[config.mk]
export PLATFORM = sky130hd
export DESIGN_NAME = subckt_probe_sequencer
export DESIGN_NICKNAME = d
export VERILOG_FILES = /design/src/rtl/subckt_probe_sequencer.sv
export SDC_FILE = /design/constraint.sdc
export NUM_CORES = 1
export LEC_CHECK = 0
export CAP_MARGIN = 5
export CORE_MARGIN = 2
export CORE_UTILIZATION = 42
export CTS_CLUSTER_SIZE = 30
export DETAILED_ROUTE_END_ITERATION = 6
export GPL_TIMING_DRIVEN = 0
export HOLD_SLACK_MARGIN = 0.08
export PLACE_DENSITY_LB_ADDON = 0.1
export SLEW_MARGIN = 30
export SYNTH_ARGS = -nofsm -noshare
export SYNTH_HDL_FRONTEND = slang
export SYNTH_SLANG_ARGS = --single-unit
[constraint.sdc]
create_clock -name I1470_clk -period 1.7 [get_ports I1470_clk]
set_input_delay 0.51 -clock I1470_clk [delete_from_list [all_inputs] [get_ports I1470_clk]]
set_output_delay 0.51 -clock I1470_clk [all_outputs]
set_load 0.01 [all_outputs]
[src/rtl/subckt_probe_sequencer.sv]
// Test sequencer: flushes a subcircuit, applies vectors, checks its output.
// Optional first-fail index capture: define PROBE_FIRST_FAIL_EN.
module subckt_probe_sequencer #(
    parameter int NVEC      = 16,
    parameter int LAT       = 2,
    parameter int FLUSH_CYC = 4
) (
    input  logic       I1470_clk,
    input  logic       I1477_rst,
    input  logic       start,
    input  logic       abort,
    input  logic       vec_valid,
    input  logic [4:0] vec_data,
    input  logic       vec_exp,
    output logic       vec_ready,
    output logic [4:0] dut_in,
    output logic       dut_rst,
    input  logic       dut_out,
    output logic       busy,
    output logic       done,
    output logic       pass,
    output logic [7:0] mismatch_cnt,
    output logic [7:0] first_fail_idx
);

    localparam logic [2:0] S_IDLE  = 3'd0;
    localparam logic [2:0] S_FLUSH = 3'd1;
    localparam logic [2:0] S_ISSUE = 3'd2;
    localparam logic [2:0] S_WAIT  = 3'd3;
    localparam logic [2:0] S_CHECK = 3'd4;
    localparam logic [2:0] S_DONE  = 3'd5;

    localparam logic [7:0] LAST_IDX   = 8'(NVEC - 1);
    localparam logic [3:0] FLUSH_LAST = 4'(FLUSH_CYC - 1);
    // With LAT=1 the sample edge is the one right after the handshake.
    localparam logic [3:0] WAIT_LAST  = (LAT > 1) ? 4'(LAT - 2) : 4'd0;
    localparam logic [2:0] S_POST_HS  = (LAT > 1) ? S_WAIT : S_CHECK;

    logic [2:0] state_q, state_d;
    logic [7:0] idx_q, idx_d;
    logic [3:0] cnt_q, cnt_d;
    logic       exp_q, exp_d;
    logic       pass_q, pass_d;
    logic [7:0] mm_q, mm_d;
    logic [4:0] din_q, din_d;
    logic       drst_q, drst_d;
    logic       run_start;
    logic       miss;

    assign run_start = (state_q == S_IDLE) && start && !abort;
    assign miss      = (dut_out != exp_q);

    always_comb begin
        state_d = state_q;
        idx_d   = idx_q;
        cnt_d   = cnt_q;
        exp_d   = exp_q;
        pass_d  = pass_q;
        mm_d    = mm_q;
        din_d   = din_q;
        drst_d  = drst_q;
        if (abort && (state_q != S_IDLE)) begin
            state_d = S_IDLE;
            drst_d  = 1'b1;
            pass_d  = 1'b0;
        end else begin
            case (state_q)
                S_IDLE: begin
                    drst_d = 1'b0;
                    if (run_start) begin
                        state_d = S_FLUSH;
                        drst_d  = 1'b1;
                        mm_d    = 8'd0;
                        idx_d   = 8'd0;
                        cnt_d   = 4'd0;
                        pass_d  = 1'b0;
                    end
                end
                S_FLUSH: begin
                    if (cnt_q == FLUSH_LAST) begin
                        state_d = S_ISSUE;
                        drst_d  = 1'b0;
                        din_d   = 5'd0;
                    end else begin
                        cnt_d = cnt_q + 4'd1;
                    end
                end
                S_ISSUE: begin
                    if (vec_valid) begin
                        din_d   = vec_data;
                        exp_d   = vec_exp;
                        cnt_d   = 4'd0;
                        state_d = S_POST_HS;
                    end
                end
                S_WAIT: begin
                    if (cnt_q == WAIT_LAST) begin
                        state_d = S_CHECK;
                    end else begin
                        cnt_d = cnt_q + 4'd1;
                    end
                end
                S_CHECK: begin
                    if (miss && (mm_q != 8'hFF)) begin
                        mm_d = mm_q + 8'd1;
                    end
                    if (idx_q == LAST_IDX) begin
                        state_d = S_DONE;
                        pass_d  = (mm_d == 8'd0);
                    end else begin
                        idx_d   = idx_q + 8'd1;
                        state_d = S_ISSUE;
                    end
                end
                S_DONE: begin
                    state_d = S_IDLE;
                end
                default: begin
                    state_d = S_IDLE;
                end
            endcase
        end
    end

    always_ff @(posedge I1470_clk) begin
        if (I1477_rst) begin
            state_q <= S_IDLE;
            idx_q   <= 8'd0;
            cnt_q   <= 4'd0;
            exp_q   <= 1'b0;
            pass_q  <= 1'b0;
            mm_q    <= 8'd0;
            din_q   <= 5'd0;
            drst_q  <= 1'b1;
        end else begin
            state_q <= state_d;
            idx_q   <= idx_d;
            cnt_q   <= cnt_d;
            exp_q   <= exp_d;
            pass_q  <= pass_d;
            mm_q    <= mm_d;
            din_q   <= din_d;
            drst_q  <= drst_d;
        end
    end

`ifdef PROBE_FIRST_FAIL_EN
    logic [7:0] ffi_q, ffi_d;

    always_comb begin
        ffi_d = ffi_q;
        if (run_start) begin
            ffi_d = 8'hFF;
        end else if ((state_q == S_CHECK) && !abort && miss && (mm_q == 8'd0)) begin
            ffi_d = idx_q;
        end
    end

    always_ff @(posedge I1470_clk) begin
        if (I1477_rst) begin
            ffi_q <= 8'hFF;
        end else begin
            ffi_q <= ffi_d;
        end
    end

    assign first_fail_idx = ffi_q;
`else
    assign first_fail_idx = 8'hFF;
`endif

    assign vec_ready    = (state_q == S_ISSUE) && !abort;
    assign dut_in       = din_q;
    assign dut_rst      = drst_q;
    assign busy         = (state_q != S_IDLE) && (state_q != S_DONE);
    assign done         = (state_q == S_DONE);
    assign pass         = pass_q;
    assign mismatch_cnt = mm_q;

endmodule

# After elaboration in Yosys (flattened, before gate mapping)
# Cells that the tools add are included.
totals:
  in_bits: 12
  wordCells: 81
  regBits: 31
classes:
  n_reduce_logical: 24
  add_sub_neg: 3
  mux: 27
  eq_ne: 18
  n_bitwise: 1
ops:
  columns: ["op", "count"]
  rows:
  - ["$mux W8", 5]
  - ["$pmux W8 S2", 2]
  - ["$add A8 B1 Y8 const B", 2]
  - ["$mux W4", 4]
  - ["$ne A2 B2 Y1 const B", 8]
  - ["$pmux W4 S4", 1]
  - ["$mux W3", 5]
  - ["$pmux W3 S5", 1]
  - ["$reduce_and A4 Y1", 3]
  - ["$mux W5", 2]
  - ["$pmux W5 S2", 1]
  - ["$reduce_and A3 Y1", 3]
  - ["$eq A8 B4 Y1 const B", 1]
  - ["$logic_not A8 Y1", 1]
  - ["$ne A8 B8 Y1 const B", 1]
  - ["$eq A3 B2 Y1 const B", 2]
  - ["$eq A3 B3 Y1 const B", 2]
  - ["$logic_and A1 B1 Y1", 6]
  - ["$reduce_and A6 Y1", 1]
  - ["$reduce_bool A2 Y1", 3]
  - ["$add A4 B1 Y4 const B", 1]
  - ["$eq A4 B2 Y1 const B", 1]
  - ["$logic_not A4 Y1", 1]
  - ["$mux W1", 4]
  - ["11 further kinds", 12]

# Longest topological paths before layout
depth:
  depth_word: 8
  ltp_mapped: 7

# Worst setup path after synthesis
# OpenSTA, ideal clock, no wires.
synth_timing:
  kind: "reg-to-reg"
  start: "register mm_q[0], in the netlist mismatch_cnt[0]"
  end: "register pass_q, in the netlist pass"
  path_slack_ns: -0.099
  path_stages_with_launch: 7
  setup_ns: 0.087
  t_arrival_ns: 1.712
  required_ns: 1.613
  synth_period_minus_slack_ns: 1.799
  path_cell_list: "dfxtp_1 -> ha_1 -> nand3_1 -> nor3_1 -> and3b_1 -> o2111ai_1 -> o31ai_1"
synth_via:
  elab_chain_len: 8
synth_rtl:
  columns: ["item", "line", "source"]
  rows:
  - ["start: declaration", "44", "logic [7:0] mm_q, mm_d;"]
  - ["start signal: assignment", "141", "mm_q <= mm_d;"]
  - ["branches (longest 2 deep; another with $add A8 B1 Y8)", null, null]
  - ["$mux W8 *", "104", "if (miss && (mm_q != 8'hFF)) begin"]
  - ["$mux W8 *", "67", "case (state_q)"]
  - ["$mux W8 *", "62", "if (abort && (state_q != S_IDLE)) begin"]
  - ["$logic_not A8 Y1 *", "109", "pass_d = (mm_d == 8'd0);"]
  - ["$mux W1 *", "107", "if (idx_q == LAST_IDX) begin"]
  - ["$pmux W1 S2 *", "67", null]
  - ["end signal: assignment", "140", "pass_q <= pass_d;"]
  - ["end: declaration", "43", "logic pass_q, pass_d;"]
# Mark *: on every way between the ends. The select of a mux whose other input is x is not followed.
# A chain may end at the register's enable or synchronous reset.

# Worst setup path after layout
layout_timing:
  start: "register cnt_q[0]"
  end: "register cnt_q[0]"
layout_via:
  elab_chain_len: 3
layout_rtl:
  columns: ["item", "line", "source"]
  rows:
  - ["start: declaration", "41", "logic [3:0] cnt_q, cnt_d;"]
  - ["start signal: assignment", "138", "cnt_q <= cnt_d;"]
  - ["$add A4 B1 Y4, or another cell as far along", "85, 100", null]
  - ["$mux W4, or another cell as far along", "97", "if (cnt_q == WAIT_LAST) begin"]
  - ["$pmux W4 S4 / $reduce_and A6 Y1 (equally long branches)", null, null]
# Parallel ways exist; a longest one is shown, timed or not. The select of a mux whose other input is x is not followed.

==> flow_summary_export.csv <==
group,metric,value,unit
final_layout,nets,312,
floorplan,die_area,5050,um^2
global_route,antenna_found_initial,0,
routing,totalWireLength,5000,um
synth,async_flop_share,0,%
final_layout,final_cells,349,
cts,cts_tree,"built",
setup_path,crit_chain,"inv_4 > ha_4 > mux2i_2 > o31a_1 > o211ai_2 > buf_4 > or3_1 > a21oi_1",
timing,setup_ws,-0.0836,ns
synth,synth_ff_type,"dfxtp_1",
job,maxCapViolations,0,
synth,yosysMostFrequentCell,"dfxtp_1",
placement,dp_hpwl,3200,um
synth,ys_ff_latch,31,
setup_path,reg2reg_depth,8,
timing,hold_viol,0,
timing,period_share,105,%
timing,max_slew_margin,59.0,%
hold_path,min_path_cells,2,
power_and_ir_drop,leakage,1.06,nW
placement,place_ws,-1.10,ns
synth,synthCells,233,
timing,setup_viol,7,
floorplan,die_width,71.1,um
final_layout,nFillCells,367,
setup_path,worstPathArrival,2.00,ns
outcome,status,"finished, violations left",
synth,synth_compound_area_share,20.3,%
setup_path,critPathLaunchType,"flop",
power_and_ir_drop,ir_drop,0.000375,V
power_and_ir_drop,cellPowerDensity,543,nW/um^2
routing,ant_nets,0,
synth,synth_edf_count,0,
cts,numCtsBuffers,5,
final_layout,antenna_cells,0,
synth,synth_area,1890,um^2
timing,rsz0062_at_grt,"yes",
synth,yosys-top-cells-area,"dfxtp_1 (33%), nand2_1 (5.0%), a21oi_1 (4.8%)",
synth,synth_fa_ha_area_share,2.65,%
placement,place_inst,321,
synth,synth_top_family_by_area,"simple AND/OR/NAND/NOR gates",
routing,post_drt_wl_per_cell,14.3,um
cts,htree_levels,2,
placement,port_buffers,29,
placement,gp_congestion,0.776,
global_route,grt_pass1_wl,7910,um
global_route,grt_pass1_vias,1662,
hold_path,hp-class,"flop to flop",
timing,slew_viol_final,0,
final_layout,layout-drive-gt1-share,33.0,%
routing,drcViolationCount,0,
floorplan,num_rows,24,
synth,synth_commonest_cells,"dfxtp_1 (31), nand2_1 (25), nor2_1 (19), a21oi_1 (18), nand3_1 (18)",
global_route,grt_overflow,0,
cts,cts_root_buffer,"clkbuf_8",
timing,min_period,1.78,ns
setup_path,cp.depth,8,
routing,drt_iter0_markers,132,
floorplan,core_area,4350,um^2
timing,worst_pin_slew,0.615,ns
synth,yosys.area.top_type,"dfxtp_1",
power_and_ir_drop,clkPwrFrac,37.4,%
global_route,track_usage,20.0,%
setup_path,critPathTopFamily,"compound AO/OA/AOI/OAI gates",
power_and_ir_drop,switching_share,26.7,%
routing,vias_per_cell,5.47,
synth,synth_top_area_share,32.8,%
synth,yosys_warnings,0,
cts,clock-sinks,31,
setup_path,required,1.91,ns
routing,first_pass_iters,4,
outcome,violations,"setup timing",
setup_path,crit_buf_inv,2,
floorplan,boundaryPins,38,
synth,synthDistinctLibCells,54,
routing,via_count,1909,
synth,synthSimpleGateAreaFrac,30.8,%
power_and_ir_drop,switchingPower,407,uW
synth,synthXorXnorAreaFrac,4.17,%
setup_path,crit_path_end_kind,"flop",
timing,fmax,561,MHz
synth,ys_seq_area_share,32.8,%
timing,skew,0.00341,ns
power_and_ir_drop,p_int,1.12,mW
cts,cts.clk_slew.worst_paths,0.07,ns
cts,cts_hold_buf,0,
final_layout,area_growth,48.8,%
global_route,grt_max_degree,11,
power_and_ir_drop,pwr-share-comb,15.0,%
synth,synth_mux_area_share,1.06,%
setup_path,worstPathMaxFanout,5,
cts,cts_buffer_depth,2,
power_and_ir_drop,power_frac_seq,47.6,%
floorplan,initial_core_util,43.4,%
cts,insertion_delay,0.29,ns
setup_path,worst_path_largest_cell_delay,0.39,ns
floorplan,fp.dieH,71.1,um
synth,synth_area_per_cell,8.11,um^2
setup_path,critPathKind,"flop to flop",
setup_path,critical-path-slowest-cell,"dfxtp_4",
repair_timing:
action                                  in CTS  in global routing
gates cloned                                 1                  1
pin swaps                                   14                 11
gates resized for setup                     73                 35
setup buffers                               14                  4
endpoints found under the setup margin      39                 26
cell type report:
type                            instances  area [um^2]  share of cell area [%]
Tap cell                               52         65.1                    2.31
Clock inverter                          1         5.00                   0.178
Clock buffer                            7         76.3                    2.71
Sequential cell                        31          651                    23.1
Inverter                                7         32.5                    1.16
Timing Repair Buffer                   49          467                    16.6
Buffer                                 16          143                    5.07
Multi-Input combinational cell        186         1370                    48.8
placed cells by master, fill, tap and decap left out, types with 5 or more instances in the layout:
cell             instances
and3_1                   6
nor2_1                  16
nor3_1                   8
conb_1                   8
clkdlybuf4s50_1         12
dfxtp_4                  6
buf_4                   22
clkbuf_8                 5
dfxtp_2                  6
nand2_1                 22
dfxtp_1                 19
xnor2_1                  6
nand3_1                 15
o21ai_0                  5
dlygate4sd2_1            8
a21oi_1                 16
buf_6                    7
layer usage:
metal  GRT usage, %  wire length, um  vias to the layer above
met5              0                0                        -
met4           8.18               80                        0
met3           3.42              159                        7
met2           32.0             2440                       36
met1           26.7             2320                      899
li1               -                -                      967
through the flow:
step / hold WS, ns / cell area [um^2] / util, % / setup TNS (ns) / total power, mW
finish: 0.453 / 2810 / 64.6 / -0.328 / 1.53
global route: 0.478 / 2810 / 64.6 / -0.971 / 1.59
CTS: 0.459 / 2610 / 59.9 / -0.0783 / 1.53
detailed placement: 0.449 / 2280 / 52.4 / -18.70 / 0.919
global placement: 0.442 / 2280 / 52.4 / -18.20 / 0.918
floorplan: 0.458 / 1930 / - / -0.0537 / 0.854
power groups by stage:
stage	clock (mW)	combinational, mW	sequential [mW]
2_1_floorplan	0	0.102	0.752
3_3_place_gp	0	0.167	0.751
3_5_place_dp	0	0.168	0.751
4_1_cts	0.588	0.217	0.729
5_1_grt	0.615	0.243	0.727
6_report	0.571	0.228	0.727
worst register-to-register path, stage by stage, from the launching register on:
cell and delay (ns):
dfxtp_4 0.39, inv_4 0.04, ha_4 0.15, mux2i_2 0.17
o31a_1 0.17, o211ai_2 0.13, buf_4 0.17, or3_1 0.36
a21oi_1 0.13
flip-flops by register name, summed over array words and instances (netlist names):
signal        count
cnt_q             4
dut_in            5
dut_rst           1
exp_q             1
idx_q             8
mismatch_cnt      8
pass              1
state_q           3
worst paths after layout:
path,slack (ns),end,start
min reg2reg,0.45,dut_in[4]$_SDFFE_PP0P_,dut_in[4]$_SDFFE_PP0P_
min,0.45,dut_in[4]$_SDFFE_PP0P_,dut_in[4]$_SDFFE_PP0P_
max reg2reg,-0.08,cnt_q[0]$_SDFFE_PP0P_,cnt_q[0]$_SDFFE_PP0P_
max,-0.08,cnt_q[0]$_SDFFE_PP0P_,cnt_q[0]$_SDFFE_PP0P_
kinds of logic after synthesis:
logic type      count (synthesis)
simple gates                  108
other cells                     1
buf+inv                        23
fa+ha+maj                       4
xor+xnor                        9
flops                          31
mux                             2
compound gates                 55
(Power assumes the default switching activity.)
